--- src/rtl/money_change.sv ---
// money_change: latches credit/price on start and pays out credit - price greedily as
// 10/5/1-yuan coin commands, one coin per coin_ack handshake. Define MONEY_CHANGE_TIMEOUT_EN
// to add the coin_ack timeout (TIMEOUT cycles) that raises fault.
module money_change #(
   parameter int unsigned TIMEOUT = 255
) (
   input  logic       clk,
   input  logic       reset,
   input  logic       start,
   input  logic [4:0] credit,
   input  logic [4:0] price,
   input  logic       coin_ack,
   output logic       out10,
   output logic       out5,
   output logic       out1,
   output logic [4:0] remain,
   output logic       busy,
   output logic       done,
   output logic       short,
   output logic       fault
);

   typedef enum logic [1:0] {StIdle, StCheck, StWait, StDone} state_e;

   state_e     state_q, state_d;
   logic [2:0] coin_q, coin_d;  // {out10, out5, out1}
   logic [4:0] remain_q, remain_d;
   logic       short_q, short_d;
   logic [4:0] denom;

   if (TIMEOUT == 0) begin : g_timeout_check
      $error("money_change: TIMEOUT must be at least 1");
   end

`ifdef MONEY_CHANGE_TIMEOUT_EN
   localparam int unsigned CntW = ($clog2(TIMEOUT + 1) > 8) ? $clog2(TIMEOUT + 1) : 8;
   localparam logic [CntW:0] Limit = (CntW + 1)'(TIMEOUT);
   localparam logic [CntW:0] One = (CntW + 1)'(1);

   logic [CntW-1:0] cnt_q, cnt_d;
   logic            fault_q, fault_d;
   logic            expired;

   // Counts completed WAIT cycles; the current one would be the TIMEOUT-th without an ack.
   assign expired = ({1'b0, cnt_q} + One) >= Limit;
`endif

   always_comb begin
      case (coin_q)
         3'b100:  denom = 5'd10;
         3'b010:  denom = 5'd5;
         3'b001:  denom = 5'd1;
         default: denom = 5'd0;
      endcase
   end

   always_comb begin
      state_d  = state_q;
      coin_d   = coin_q;
      remain_d = remain_q;
      short_d  = short_q;
`ifdef MONEY_CHANGE_TIMEOUT_EN
      cnt_d    = cnt_q;
      fault_d  = fault_q;
`endif
      case (state_q)
         StIdle: begin
            if (start) begin
               short_d  = credit < price;
               remain_d = (credit < price) ? 5'd0 : credit - price;
`ifdef MONEY_CHANGE_TIMEOUT_EN
               fault_d  = 1'b0;
`endif
               state_d  = StCheck;
            end
         end
         StCheck: begin
            if (short_q || remain_q == 5'd0) begin
               state_d = StDone;
            end else begin
               if (remain_q >= 5'd10) begin
                  coin_d = 3'b100;
               end else if (remain_q >= 5'd5) begin
                  coin_d = 3'b010;
               end else begin
                  coin_d = 3'b001;
               end
`ifdef MONEY_CHANGE_TIMEOUT_EN
               cnt_d   = '0;
`endif
               state_d = StWait;
            end
         end
         StWait: begin
            if (coin_ack) begin
               coin_d   = 3'b000;
               remain_d = remain_q - denom;
               state_d  = StCheck;
            end
`ifdef MONEY_CHANGE_TIMEOUT_EN
            else if (expired) begin
               // Unpaid amount stays visible on remain.
               coin_d  = 3'b000;
               fault_d = 1'b1;
               state_d = StDone;
            end else begin
               cnt_d = cnt_q + CntW'(1);
            end
`endif
         end
         StDone: begin
            state_d = StIdle;
         end
         default: begin
            state_d = StIdle;
            coin_d  = 3'b000;
         end
      endcase
   end

   always_ff @(posedge clk or posedge reset) begin
      if (reset) begin
         state_q  <= StIdle;
         coin_q   <= 3'b000;
         remain_q <= 5'd0;
         short_q  <= 1'b0;
      end else begin
         state_q  <= state_d;
         coin_q   <= coin_d;
         remain_q <= remain_d;
         short_q  <= short_d;
      end
   end

`ifdef MONEY_CHANGE_TIMEOUT_EN
   always_ff @(posedge clk or posedge reset) begin
      if (reset) begin
         cnt_q   <= '0;
         fault_q <= 1'b0;
      end else begin
         cnt_q   <= cnt_d;
         fault_q <= fault_d;
      end
   end

   assign fault = fault_q;
`else
   assign fault = 1'b0;
`endif

   assign out10  = coin_q[2];
   assign out5   = coin_q[1];
   assign out1   = coin_q[0];
   assign remain = remain_q;
   assign short  = short_q;
   assign busy   = (state_q != StIdle);
   assign done   = (state_q == StDone);

endmodule

--- config.mk ---
export PLATFORM = sky130hd
export DESIGN_NAME = money_change
export DESIGN_NICKNAME = d
export VERILOG_FILES = /design/src/rtl/money_change.sv
export SDC_FILE = /design/constraint.sdc
export NUM_CORES = 1
export LEC_CHECK = 0
export CORE_MARGIN = 2
export CORE_UTILIZATION = 48
export DETAILED_ROUTE_END_ITERATION = 8
export GPL_ROUTABILITY_DRIVEN = 0
export PLACE_DENSITY = 0.79
export SETUP_SLACK_MARGIN = 0.1
export SYNTH_ARGS = -nofsm -noshare
export SYNTH_HDL_FRONTEND = slang
export SYNTH_SLANG_ARGS = --single-unit
export TNS_END_PERCENT = 30
--- constraint.sdc ---
create_clock -name clk -period 2.42 [get_ports clk]
set_input_delay 0.726 -clock clk [delete_from_list [all_inputs] [get_ports clk]]
set_output_delay 0.726 -clock clk [all_outputs]
set_load 0.01 [all_outputs]
==> flow_summary_export.csv <==
group,metric,value,unit
floorplan,std_cell_rows,16,
critical_path,critPathBufInv,1,
logic_synthesis,synth_top_area_cell,"dfrtp_1",
placement,dp_worst_setup_slack,-0.08430,ns
global_routing,antenna_found_initial,0,
cells_and_area,area_delta_synth_final,32.91,%
critical_path,crit_path_top_delay_cell,"clkdlybuf4s50_1",
clock_tree,cts_setup_buffers,0,
logic_synthesis,synthesis.area,984.7,um2
global_routing,overflow,0,
flow_run,maxCapViolations,0,
cells_and_area,antenna_cells,0,
floorplan,start_util,50.71,%
timing,setup_viol,0,
timing,fin_tns_setup,0,ns
placement,dpl.hpwl,1742,um
timing,report.final.slew_viol_count,0,
logic_synthesis,synthFlopType,"dfrtp_1",
timing,fin_skew,0.002114,ns
power,leakagePower,0.5696,nW
clock_tree,clk_path_buf_depth,2,
power,p_total,1.511,mW
logic_synthesis,synth_edf_count,0,
logic_synthesis,ys_types,39,
logic_synthesis,ys_seq_elements,11,
timing,final.period_utilization,93.02,%
logic_synthesis,yosysWarnings,0,
global_routing,grt_max_degree,13,
logic_synthesis,ys_async_sr_fraction,100.0,%
timing,setup_ws,0.1690,ns
floorplan,core,1942,um2
clock_tree,numCtsBuffers,3,
timing,post-route-min-period,2.251,ns
cells_and_area,layout_commonest_cell,"clkdlybuf4s50_1",
clock_tree,clock_latency,0.28,ns
placement,placedCellCount,164,
hold_path,hp-start,"short",
detailed_routing,avgViaCountPerCell,5.667,
floorplan,io_pins,26,
placement,place_area,1274,um2
floorplan,chipWidth,49.29,um
detailed_routing,drtPass1Iterations,4,
logic_synthesis,synthTopCellsByArea,"dfrtp_1 (28%), ha_1 (11%), a21oi_1 (4.6%)",
power,peakVddDrop,0.0006778,V
cells_and_area,utilization,67.40,%
global_routing,grt_pass1_wl,3746,um
critical_path,reg2reg_depth,9,
cells_and_area,mostFrequentLayoutCells,"clkdlybuf4s50_1 (24), inv_1 (12), nor2_1 (10), dfrtp_1 (10), ha_1 (9)",
detailed_routing,route.detailed.drc,0,
logic_synthesis,avgSynthCellArea,8.871,um2
cells_and_area,fin_cells,168,
critical_path,cp-start-kind,"flop",
logic_synthesis,synth_nets,136,
clock_tree,cts.sinks,11,
clock_tree,cts_root_buffer,"clkbuf_4",
critical_path,path_class,"flop to output pin",
critical_path,rrSetupSlack,0.22,ns
logic_synthesis,synth.top_cell.area_share,27.95,%
critical_path,worstSetupEndpointType,"output pin",
logic_synthesis,synthCells,111,
critical_path,slowest_delay,0.53,ns
cells_and_area,nets,167,
detailed_routing,drt-initial-drc-count,27,
global_routing,grt_use_total,20.64,%
cells_and_area,drive_above_1_share,13.48,%
floorplan,die_h,49.29,um
placement,portBuffers,24,
clock_tree,clk_pin_slew_worst_paths,0.07,ns
floorplan,die-area,2430,um2
critical_path,cp.arrival,1.52,ns
critical_path,r2r_end,"remain[4]",
hold_path,hold_path.class,"flop to flop",
cells_and_area,stdcell_area,1309,um2
run_status,outcome,"completed",
power,power_density,1155,nW/um2
detailed_routing,wl_per_cell,13.19,um
timing,hold_viol_final,0,
timing,rsz0062_at_grt,"yes",
hold_path,min_path_cells,1,
clock_tree,cts_tree,"yes",
detailed_routing,ant_nets,0,
detailed_routing,routed_wl,2216,um
timing,whs,0.5853,ns
critical_path,cp_max_fo,10,
clock_tree,h-tree-depth,1,
critical_path,crit_chain,"and2_2, clkdlybuf4s50_1",
critical_path,critPathRequiredTime,1.69,ns
hold_path,hold_end,"short",
global_routing,grt_pass1_vias,860,
logic_synthesis,ys_seq_area_share,27.95,%
timing,max_freq,444.3,MHz
critical_path,crit_family,"buffers and inverters",
detailed_routing,vias,952,
critical_path,r2r_start,"coin_q[1]",
-- cells by family (layout without fill, tap and decap cells) --
| group | Yosys count | after routing | synth area share [%] |
|---|---|---|---|
| AO/OA/AOI/OAI | 36 | 36 | 23.63 |
| AND/OR/NAND/NOR | 29 | 29 | 18.04 |
| buffers and inverters | 15 | 45 | 6.861 |
| adder cells (fa/ha/maj) | 11 | 11 | 15.50 |
| flip-flops | 11 | 11 | 27.95 |
| XOR/XNOR | 5 | 5 | 4.448 |
| multiplexers | 3 | 3 | 3.177 |
| other | 1 | 1 | 0.3808 |
-- timing repair --
action,4_1_cts,5_1_grt
gates resized for setup,0,3
endpoints found under the setup margin,0,2
hold buffers,0,0
-- layout make-up --
type                            count  area, um2
Multi-Input combinational cell     85      649.4
Fill cell                         180      633.1
Timing Repair Buffer               29      277.8
Sequential cell                    11      276.5
Inverter                           12      45.04
Tap cell                           27      33.78
Clock buffer                        4      26.28
-- layer usage --
layer | GRT usage (%) | vias to the layer above | share of wire (%)
met1 | 24.32 | 460 | 44
met2 | 35.81 | 29 | 50
met3 | 3.681 | 3 | 4.1
met5 | 0 | - | 0
li1 | - | 460 | -
met4 | 10.00 | 0 | 1.6
-- registers in the layout (all words and copies together) (netlist names) --
name     count
coin_q       3
remain       5
short        1
state_q      2
-- power breakdown --
group          internal (mW)  leakage, nW  switching (mW)  total [mW]
combinational          0.508        0.418           0.470       0.978
sequential             0.272        0.136           0.131       0.403
clock                 0.0641       0.0150          0.0656       0.130
total                  0.845        0.570           0.666        1.51
-- how the worst max path moves through the flow --
stage                from   endpoint  slack [ns]  depth (start not counted)
2_1_floorplan   coin_q[1]  remain[4]        0.37                          9
3_3_place_gp     price[0]  remain[4]       -0.05                          8
3_5_place_dp     price[0]  remain[4]       -0.08                          8
4_1_cts         coin_q[1]  remain[4]        0.17                          9
5_1_grt         credit[0]  remain[4]        0.07                          9
6_report       state_q[1]       done        0.17                          2
-- cell usage after synthesis (3+ instances only) --
| cell | instances |
|---|---|
| xnor2_1 | 3 |
| dfrtp_1 | 11 |
| a21oi_1 | 9 |
| nand2_1 | 5 |
| o21ai_0 | 7 |
| a211oi_1 | 3 |
| inv_1 | 12 |
| ha_1 | 9 |
| a21o_1 | 5 |
| nor2_1 | 10 |
No activity file was read; power rests on OpenSTA's default activity.
